**config.mk**
```make
export PLATFORM = sky130hd
export DESIGN_NAME = cvxif_issue_initiator
export DESIGN_NICKNAME = d
export VERILOG_FILES = /design/src/rtl/cvxif_initiator_pkg.sv /design/src/rtl/cvxif_id_scoreboard.sv /design/src/rtl/cvxif_issue_initiator.sv
export SDC_FILE = /design/constraint.sdc
export NUM_CORES = 1
export LEC_CHECK = 0
export CAP_MARGIN = 5
export CORE_MARGIN = 5
export CORE_UTILIZATION = 40
export CTS_BUF_LIST = sky130_fd_sc_hd__clkbuf_2
export DETAILED_ROUTE_END_ITERATION = 10
export DONT_BUFFER_PORTS = 1
export GPL_ROUTABILITY_DRIVEN = 1
export GPL_TIMING_DRIVEN = 0
export SYNTH_ARGS = -nofsm -noshare
export SYNTH_HDL_FRONTEND = slang
export SYNTH_SLANG_ARGS = --single-unit
export TNS_END_PERCENT = 5
```
**constraint.sdc**
```tcl
create_clock -name clk_i -period 4.7 [get_ports clk_i]
set_input_delay 0.47 -clock clk_i [delete_from_list [all_inputs] [get_ports clk_i]]
set_output_delay 0.47 -clock clk_i [all_outputs]
set_load 0.02 [all_outputs]
```
**src/rtl/cvxif_initiator_pkg.sv**
```systemverilog
// ======================================================================
// cvxif_initiator_pkg: shared FSM state and commit types | Rev 1.0
// ======================================================================
`default_nettype none

package cvxif_initiator_pkg;

  // Widest ID the initiator supports (Depth up to 16)
  localparam int MAX_ID_W = 4;

  typedef enum logic [1:0] {
    ST_IDLE   = 2'd0,
    ST_ISSUE  = 2'd1,
    ST_COMMIT = 2'd2
  } issue_state_e;

  typedef struct packed {
    logic [MAX_ID_W-1:0] id;
    logic                kill;
  } commit_t;

endpackage

`default_nettype wire

```
**src/rtl/cvxif_id_scoreboard.sv**
```systemverilog
// ======================================================================
// cvxif_id_scoreboard: outstanding-ID set/clear/lookup | Rev 1.0
// ======================================================================
`default_nettype none

module cvxif_id_scoreboard #(
  parameter int Depth   = 4,
  parameter int IdWidth = $clog2(Depth)
) (
  input  logic               clk,
  input  logic               rst,
  input  logic               set_en,
  input  logic [IdWidth-1:0] set_id,
  input  logic               clr_en,
  input  logic [IdWidth-1:0] clr_id,
  input  logic [IdWidth-1:0] issue_id,
`ifdef CVXIF_ID_CHECK_EN
  input  logic [IdWidth-1:0] result_id,
  output logic               result_known,
`endif
  output logic               issue_busy
);

  logic [Depth-1:0] outstanding;

  // Clear is applied before set so a same-ID collision leaves the new issue marked
  always_ff @(posedge clk) begin
    if (rst) begin
      outstanding <= '0;
    end else begin
      if (clr_en) outstanding[clr_id] <= 1'b0;
      if (set_en) outstanding[set_id] <= 1'b1;
    end
  end

  assign issue_busy = outstanding[issue_id];

`ifdef CVXIF_ID_CHECK_EN
  assign result_known = outstanding[result_id];
`endif

endmodule

`default_nettype wire

```
**src/rtl/cvxif_issue_initiator.sv**
```systemverilog
// ======================================================================
// cvxif_issue_initiator: CV-X-IF offload issue/commit/result initiator | Rev 1.0
// Optional macro CVXIF_ID_CHECK_EN: drop and flag results with unknown IDs
// ======================================================================
`default_nettype none

module cvxif_issue_initiator
  import cvxif_initiator_pkg::*;
#(
  parameter int XLEN        = 32,
  parameter int NrRgprPorts = 2,
  parameter int Depth       = 4,
  parameter int IdWidth     = $clog2(Depth)
) (
  input  logic                        clk_i,
  input  logic                        rst_i,
  input  logic                        off_valid_i,
  output logic                        off_ready_o,
  input  logic [31:0]                 off_instr_i,
  input  logic [NrRgprPorts*XLEN-1:0] off_rs_i,
  output logic                        x_issue_valid_o,
  input  logic                        x_issue_ready_i,
  output logic [31:0]                 x_issue_instr_o,
  output logic [IdWidth-1:0]          x_issue_id_o,
  input  logic                        x_issue_accept_i,
  input  logic                        x_issue_writeback_i,
  output logic                        x_register_valid_o,
  output logic [NrRgprPorts*XLEN-1:0] x_register_rs_o,
  output logic                        x_commit_valid_o,
  output logic [IdWidth-1:0]          x_commit_id_o,
  output logic                        x_commit_kill_o,
  input  logic                        x_result_valid_i,
  output logic                        x_result_ready_o,
  input  logic [IdWidth-1:0]          x_result_id_i,
  input  logic [XLEN-1:0]             x_result_data_i,
  input  logic [4:0]                  x_result_rd_i,
  input  logic                        x_result_we_i,
  output logic                        wb_valid_o,
  input  logic                        wb_ready_i,
  output logic [4:0]                  wb_rd_o,
  output logic [XLEN-1:0]             wb_data_o,
  output logic                        wb_we_o,
  output logic                        ill_o,
  output logic                        err_o
);

  issue_state_e                state_q, state_d;
  logic [IdWidth-1:0]          next_id_q;
  logic [IdWidth-1:0]          issue_id_q;
  logic [31:0]                 instr_q;
  logic [NrRgprPorts*XLEN-1:0] rs_q;
  commit_t                     commit_q;

  logic next_busy;
  logic off_hs;
  logic issue_hs;
  logic issue_set;
  logic res_hs;
  logic res_fwd;
  logic res_err;

  // ---------------- issue FSM ----------------
  always_ff @(posedge clk_i) begin
    if (rst_i) state_q <= ST_IDLE;
    else       state_q <= state_d;
  end

  // Handshake outputs are masked while reset is asserted
  always_comb begin
    state_d            = state_q;
    off_ready_o        = 1'b0;
    x_issue_valid_o    = 1'b0;
    x_register_valid_o = 1'b0;
    x_commit_valid_o   = 1'b0;
    case (state_q)
      ST_IDLE: begin
        off_ready_o = ~rst_i & ~next_busy;
        if (off_valid_i && off_ready_o) state_d = ST_ISSUE;
      end
      ST_ISSUE: begin
        x_issue_valid_o    = ~rst_i;
        x_register_valid_o = ~rst_i;
        if (x_issue_ready_i) state_d = ST_COMMIT;
      end
      ST_COMMIT: begin
        x_commit_valid_o = ~rst_i;
        state_d          = ST_IDLE;
      end
      default: state_d = ST_IDLE;
    endcase
  end

  assign off_hs    = off_valid_i & off_ready_o;
  assign issue_hs  = x_issue_valid_o & x_issue_ready_i;
  assign issue_set = issue_hs & x_issue_accept_i & x_issue_writeback_i;
  assign ill_o     = issue_hs & ~x_issue_accept_i;

  // ---------------- issue / commit payload ----------------
  always_ff @(posedge clk_i) begin
    if (rst_i) begin
      next_id_q  <= '0;
      issue_id_q <= '0;
      instr_q    <= '0;
      rs_q       <= '0;
      commit_q   <= '0;
    end else begin
      if (off_hs) begin
        instr_q    <= off_instr_i;
        rs_q       <= off_rs_i;
        issue_id_q <= next_id_q;
      end
      if (issue_hs) begin
        next_id_q     <= next_id_q + IdWidth'(1);
        commit_q.id   <= MAX_ID_W'(issue_id_q);
        commit_q.kill <= ~x_issue_accept_i;
      end
    end
  end

  assign x_issue_instr_o = instr_q;
  assign x_issue_id_o    = issue_id_q;
  assign x_register_rs_o = rs_q;
  assign x_commit_id_o   = IdWidth'(commit_q.id);
  assign x_commit_kill_o = commit_q.kill;

  // ---------------- outstanding scoreboard ----------------
`ifdef CVXIF_ID_CHECK_EN
  logic result_known;
`endif

  cvxif_id_scoreboard #(
    .Depth   (Depth),
    .IdWidth (IdWidth)
  ) u_scoreboard (
    .clk          (clk_i),
    .rst          (rst_i),
    .set_en       (issue_set),
    .set_id       (issue_id_q),
    .clr_en       (res_hs),
    .clr_id       (x_result_id_i),
    .issue_id     (next_id_q),
`ifdef CVXIF_ID_CHECK_EN
    .result_id    (x_result_id_i),
    .result_known (result_known),
`endif
    .issue_busy   (next_busy)
  );

  // ---------------- result / writeback path ----------------
  assign x_result_ready_o = ~rst_i & (~wb_valid_o | wb_ready_i);
  assign res_hs           = x_result_valid_i & x_result_ready_o;

`ifdef CVXIF_ID_CHECK_EN
  assign res_fwd = result_known;
  assign res_err = ~result_known;
`else
  assign res_fwd = 1'b1;
  assign res_err = 1'b0;
`endif

  assign err_o = res_hs & res_err;

  always_ff @(posedge clk_i) begin
    if (rst_i) begin
      wb_valid_o <= 1'b0;
      wb_rd_o    <= '0;
      wb_data_o  <= '0;
      wb_we_o    <= 1'b0;
    end else if (res_hs && res_fwd) begin
      wb_valid_o <= 1'b1;
      wb_rd_o    <= x_result_rd_i;
      wb_data_o  <= x_result_data_i;
      wb_we_o    <= x_result_we_i;
    end else if (wb_ready_i) begin
      wb_valid_o <= 1'b0;
    end
  end

endmodule

`default_nettype wire

```
; ---- After elaboration in Yosys (flattened, before gate mapping)
; Cells that the tools add are included.
[op_classes]
bitwise_logic = 16
muxes = 17
order_cmp = 5
n_reduce_logical = 6
n_addsub = 1
n_eq_ne = 4
[op_table]
columns = op, n
row1 = $mux 4, 3
row2 = $lt 2x3->1 const B, 3
row3 = $and 1x1->1, 8
row4 = $mux 1, 8
row5 = $and 4x4->4, 1
row6 = $demux 1 s2, 2
row7 = $ge 2x1->1 const B, 2
row8 = $mux 2, 2
row9 = $ne 2x2->1 const B, 2
row10 = $not 1->1, 4
row11 = $not 4->4, 1
row12 = $or 4x4->4, 1
row13 = $pmux 2 s2, 1
row14 = $logic_and 1x1->1, 3
row15 = $add 2x1->2 const B, 1
row16 = $bmux 1 s2, 1
row17 = $eq 2x1->1 const B, 1
row18 = $eq 2x2->1 const B, 1
row19 = $logic_not 2->1, 1
row20 = $reduce_and 2->1, 1
row21 = $reduce_bool 2->1, 1
row22 = $or 1x1->1, 1
[word_totals]
in_bits = 144
elab_cells = 61
register_bits = 148
output_inout_bits = 147

; ---- Longest topological paths before layout
[logic_depth]
depth_word = 10
ltp_mapped = 8

; ---- By module
; From an unflattened synthesis, not the netlist that was laid out.
[hier_totals]
cells_unflattened = 606
area_unflattened_um2 = 5489.0
[by_module_without_submodules]
columns = module, n_inst, seq_area_each_um2, cells_per_inst, area_each_um2
row1 = cvxif_issue_initiator, 1, 2882.8, 588, 5286.3
row2 = cvxif_id_scoreboard, 1, 80.1, 18, 202.7

; ---- Worst setup path after synthesis
; Ideal clock, no wire load.
[synth_path]
kind = input port to output port
startpoint = input port rst_i
endpoint = output port ill_o
n_path_buf = 2
path_stages = 4
setup_slack_ps = 2660
t_arrival_ps = 1570
cell_sequence = buf_2 nor4bb_1 clkbuf_1 nor2b_1
[synth_between]
elab_chain_len = 4
[synth_rtl]
columns = item, line
row1 = start: declaration, cvxif_issue_initiator.sv:16  ; input logic rst_i,
row2 = $not 1->1, cvxif_issue_initiator.sv:81  ; x_issue_valid_o = ~rst_i;
row3 = $mux 1, cvxif_issue_initiator.sv:75  ; case (state_q)
row4 = $and 1x1->1, cvxif_issue_initiator.sv:94  ; assign issue_hs = x_issue_valid_o & x_issue_ready_i;
row5 = $and 1x1->1, cvxif_issue_initiator.sv:96  ; assign ill_o = issue_hs & ~x_issue_accept_i;
row6 = end: declaration, cvxif_issue_initiator.sv:43  ; output logic ill_o,
; No other way between the ends.

; ---- Worst setup path in the final report
[layout_path]
startpoint = register next_id_q[1]
endpoint = output port off_ready_o
[layout_between]
elab_chain_len = 5
[layout_rtl]
columns = item, line
row1 = start: declaration, cvxif_issue_initiator.sv:48  ; logic [IdWidth-1:0] next_id_q;
row2 = start signal: assignment, cvxif_issue_initiator.sv:113  ; next_id_q <= next_id_q + IdWidth'(1);
row3 = $bmux 1 s2, cvxif_id_scoreboard.sv:36  ; assign issue_busy = outstanding[issue_id];
row4 = $mux 1 (implied by the code), cvxif_id_scoreboard.sv:36
row5 = $not 1->1, cvxif_issue_initiator.sv:77  ; off_ready_o = ~rst_i & ~next_busy;
row6 = $and 1x1->1, cvxif_issue_initiator.sv:77
row7 = $mux 1, cvxif_issue_initiator.sv:75
row8 = end: declaration, cvxif_issue_initiator.sv:18  ; output logic off_ready_o,
; No other way between the ends. The select of a mux whose other input is x is not followed.

==> impl_table.tex <==
\begin{tabular}{lr}
\hline
Metric & Value \\
\hline
\multicolumn{2}{l}{\textbf{STA}} \\
\quad Headroom to the max-slew limit & 31.7\% \\
\quad Final period demand of the worst path & 2.93 ns \\
\quad Setup Total Neg Slack & 0 ns \\
\quad Number of max-slew violations in the final report & 0 \\
\quad RSZ-0062 raised after global routing & false \\
\quad Endpoints failing setup & 0 \\
\quad Worst path setup slack after routing & 1.77 ns \\
\quad Final worst path period share & 62.3\% \\
\quad Number of hold violations in the final report & 0 \\
\quad F\_max & 342 MHz \\
\quad Tightest Pin Transition & 1.01 ns \\
\quad Worst Clk Skew & 0.0262 ns \\
\multicolumn{2}{l}{\textbf{Clocking}} \\
\quad Clock tree from TritonCTS & yes \\
\quad Clock sink total & 148 \\
\quad CTS buffer count & 17 \\
\quad Post-CTS Resized & 0 \\
\quad CTS root buffer & sky130\_fd\_sc\_hd\_\_clkbuf\_2 \\
\quad Clock slew seen by the registers of the worst setup and hold paths & 0.19 ns \\
\quad Postcts setup bufs & 0 \\
\quad Number of buffers on the longest clock path & 2 \\
\quad Total number of H-tree levels & 4 \\
\quad Source-to-sink clock delay at the later pin of the worst-skew pair & 0.68 ns \\
\multicolumn{2}{l}{\textbf{Detailed routing}} \\
\quad Routed via count & 4928 \\
\quad Total detailed-routing wirelength & 16900 µm \\
\quad Iter 0 DRT Violations & 276 \\
\quad Final antenna-violating net count & 0 \\
\quad First drt pass iteration count & 5 \\
\quad Remaining design rule violation count & 0 \\
\quad DR WL/cell & 17.0 µm \\
\quad Vias per cell & 4.93 \\
\multicolumn{2}{l}{\textbf{Worst setup path}} \\
\quad Critical path arrival & 2.46 ns \\
\quad CP Class & reg -> out \\
\quad CP Data Required Time & 4.23 ns \\
\quad Worst setup SP type & register \\
\quad Endpoint of the worst register-to-register path & u\_scoreboard.outstanding[2] \\
\quad Reg-to-Reg Start & state\_q[0] \\
\quad Worst Reg2Reg Path Length in Cells & 5 \\
\quad Critical Path End Type & output port \\
\quad Stage delay of the slowest cell on the critical path & 0.79 ns \\
\quad List of cells traversed by the critical path & mux4\_2, nor4\_1 \\
\quad Max FO, Critical Path & 3 \\
\quad Slowest library cell on the worst path & sky130\_fd\_sc\_hd\_\_nor4\_1 \\
\quad Slack of the worst reg-to-reg path & 2.60 ns \\
\multicolumn{2}{l}{\textbf{Floorplan}} \\
\quad Effective utilization at floorplan & 40.9\% \\
\quad Placeable core region & 12700 µm² \\
\quad Horizontal extent of the die & 124 µm \\
\quad Number of rows in the core area & 41 \\
\quad Total die area & 15300 µm² \\
\quad Number of top-level pins & 291 \\
\quad Vertical die dimension & 124 µm \\
\multicolumn{2}{l}{\textbf{Place}} \\
\quad Worst slack after detailed placement & 2.33 ns \\
\quad Cell total after placement & 822 \\
\quad Number of buffers inserted by port buffering & 0 \\
\quad Post-detail-place hpwl & 11800 µm \\
\quad Routability congestion estimate from global placement & 0.759 \\
\multicolumn{2}{l}{\textbf{Pwr}} \\
\quad Clock Power Share & 25.0\% \\
\quad Power density over the cells & 330 nW/µm² \\
\quad Psw & 720 µW \\
\quad Switching part of the total & 31.1\% \\
\quad Flop pwr share & 63.1\% \\
\quad Pint & 1590 µW \\
\quad Maximum vdd ir drop & 191 µV \\
\quad Relative contribution of combinational cells to total power & 11.9\% \\
\quad Standby leakage power & 0.00257 µW \\
\multicolumn{2}{l}{\textbf{GRT}} \\
\quad Antenna violations before repair & 1 \\
\quad Maximum number of pins on one net before global-route repair & 17 \\
\quad Via count of the first global-routing pass & 5017 \\
\quad Total congestion overflow & 0 \\
\quad Most used routing layer & met2 \\
\quad Fraction of met3 tracks used by global routing & 10.0\% \\
\quad Met2 Resource Use GR & 38.9\% \\
\quad Met1 Usage GRT & 20.8\% \\
\quad Overall routing resource usage & 21.5\% \\
\quad First-pass GRT wire length & 25500 µm \\
\multicolumn{2}{l}{\textbf{Logic synthesis}} \\
\quad Number of enable flip-flop cells after synthesis & 0 \\
\quad Net Count, Synth & 794 \\
\quad Warning count from the yosys run & 0 \\
\quad Mean area per synthesized cell & 7.97 µm² \\
\quad Most instantiated library cell after synthesis & sky130\_fd\_sc\_hd\_\_nand2\_1 \\
\quad Prevailing post-synth register cell & sky130\_fd\_sc\_hd\_\_dfxtp\_1 \\
\quad Netlist Area Pre-Place & 5180 µm² \\
\quad Synth cell types & 31 \\
\quad Cells after Synth & 650 \\
\quad Area share of the largest cell type after synthesis & 57.2\% \\
\quad Post-synth ARST share & 0\% \\
\quad Top cells by area in the synthesized netlist & sky130\_fd\_sc\_hd\_\_dfxtp\_1 57\%, sky130\_fd\_sc\_hd\_\_nand2\_1 20\%, sky130\_fd\_sc\_hd\_\_a21oi\_1 9.4\% \\
\quad Number of synthesized register bits & 148 \\
\quad Fraction of the yosys area taken by sequential cells & 57.2\% \\
\quad Top cells by instance count after synthesis & 274 x sky130\_fd\_sc\_hd\_\_nand2\_1, 148 x sky130\_fd\_sc\_hd\_\_dfxtp\_1, 97 x sky130\_fd\_sc\_hd\_\_a21oi\_1 \\
\quad Largest area contributor in the netlist & sky130\_fd\_sc\_hd\_\_dfxtp\_1 \\
\multicolumn{2}{l}{\textbf{Worst hold path}} \\
\quad Hold wc startpoint & x\_issue\_ready\_i \\
\quad Path type of the worst min-delay path & in -> reg \\
\quad Hold Path Sink & state\_q[1] \\
\quad Hold Path Stages & 2 \\
\multicolumn{2}{l}{\textbf{Finish}} \\
\quad Multi-input logic area & 1970 µm² \\
\quad Share of layout cells above drive strength 1 & 6.18\% \\
\quad Sequential cell area & 2960 µm² \\
\quad Final layout net count & 956 \\
\quad Non-filler cells, final & 999 \\
\quad Synth-to-layout area growth & 35.4\% \\
\quad Final design utilization & 55.3\% \\
\quad Fill cell total of the finished layout & 1127 \\
\multicolumn{2}{l}{\textbf{Run status}} \\
\quad Result of the run & complete, no violations \\
\multicolumn{2}{l}{\textbf{Run}} \\
\quad Max-capacitance violation count & 0 \\
\hline
\end{tabular}
[worst max-delay path by stage]
stage | from | to | slack (ns) | cells after the start
after floorplan | rst_i | ill_o | 2.66 | 4
after global placement | rst_i | off_ready_o | 2.34 | 3
after detailed placement | rst_i | wb_data_o[23] | 2.33 | 8
after CTS | next_id_q[1] | off_ready_o | 1.59 | 2
after global routing | next_id_q[1] | off_ready_o | 1.56 | 2
final | next_id_q[1] | off_ready_o | 1.77 | 2
[flip-flops by register name, summed over array words and instances (netlist names)]
name / count
x_register_rs_o: 64
wb_data_o: 32
x_issue_instr_o: 32
wb_rd_o: 5
u_scoreboard.outstanding: 4
next_id_q: 2
state_q: 2
x_commit_id_o: 2
x_issue_id_o: 2
wb_valid_o: 1
wb_we_o: 1
x_commit_kill_o: 1
[final cells by class]
| type | instances | area share, % |
|---|---|---|
| Sequential cell | 148 | 42.2 |
| Multi-Input combinational cell | 448 | 28.1 |
| Timing Repair Buffer | 143 | 20.4 |
| Buffer | 50 | 3.30 |
| Tap cell | 172 | 3.07 |
| Clock buffer | 18 | 1.28 |
| Clock inverter | 14 | 1.28 |
| Inverter | 4 | 0.214 |
| Antenna cell | 2 | 0.0714 |
[critical path, delay by kind of cell (launching register included)]
family        cells  cell delay (ns)
simple gates      1             0.79
mux               1             0.56
flops             1             0.44
[cell usage in the layout, fill, tap and decap left out, drive strengths merged, types with 2 or more instances in the layout]
master,n
nor2,10
mux2i,2
nand3,3
o311ai,3
nand2,274
dlygate4sd3,143
o31ai,2
clkbuf,48
nor2b,2
dfxtp,148
buf,20
clkinv,8
a21oi,97
clkinvlp,6
o21ai,41
inv,4
diode,2
[per-layer routing]
metal / vias to the layer above / share of wire, %
met5: - / 0
met4: 0 / 1.7
met3: 25 / 12
met2: 250 / 51
met1: 2234 / 35
li1: 2419 / -
[cells by family after synthesis]
kind of cell	after synthesis	synth area share, %
xor gates and xnor gates	2	0.338
muxes	3	0.821
AOI/OAI and AO/OA	145	14.4
and+or+nand+nor	297	22.4
DFF	148	57.2
other	1	0.0724
buffers and inverters	54	4.76
[repair_timing]
action | in CTS | in global routing
hold buffers | 143 | 0
setup endpoints to repair | 0 | 0
endpoints found under the hold margin | 141 | 0
[per-stage QoR]
step | hold slack (ns) | area, µm² | total power (µW)
finish | 0.239 | 7010 | 2310
global placement | 0.485 | 5400 | 1650
CTS | 0.118 | 7010 | 2340
floorplan | 0.461 | 5180 | 1600
detailed placement | 0.505 | 5400 | 1660
global route | 0.167 | 7010 | 2440
[power by group through the flow]
| stage | registers, µW | clock network (µW) | logic, µW |
|---|---|---|---|
| floorplan | 1460 | 0 | 135 |
| global route | 1470 | 661 | 307 |
| finish | 1460 | 577 | 275 |
| global placement | 1480 | 0 | 166 |
| CTS | 1460 | 609 | 272 |
| detailed placement | 1480 | 0 | 175 |
Note: power is estimated with default switching activity, not from simulation.
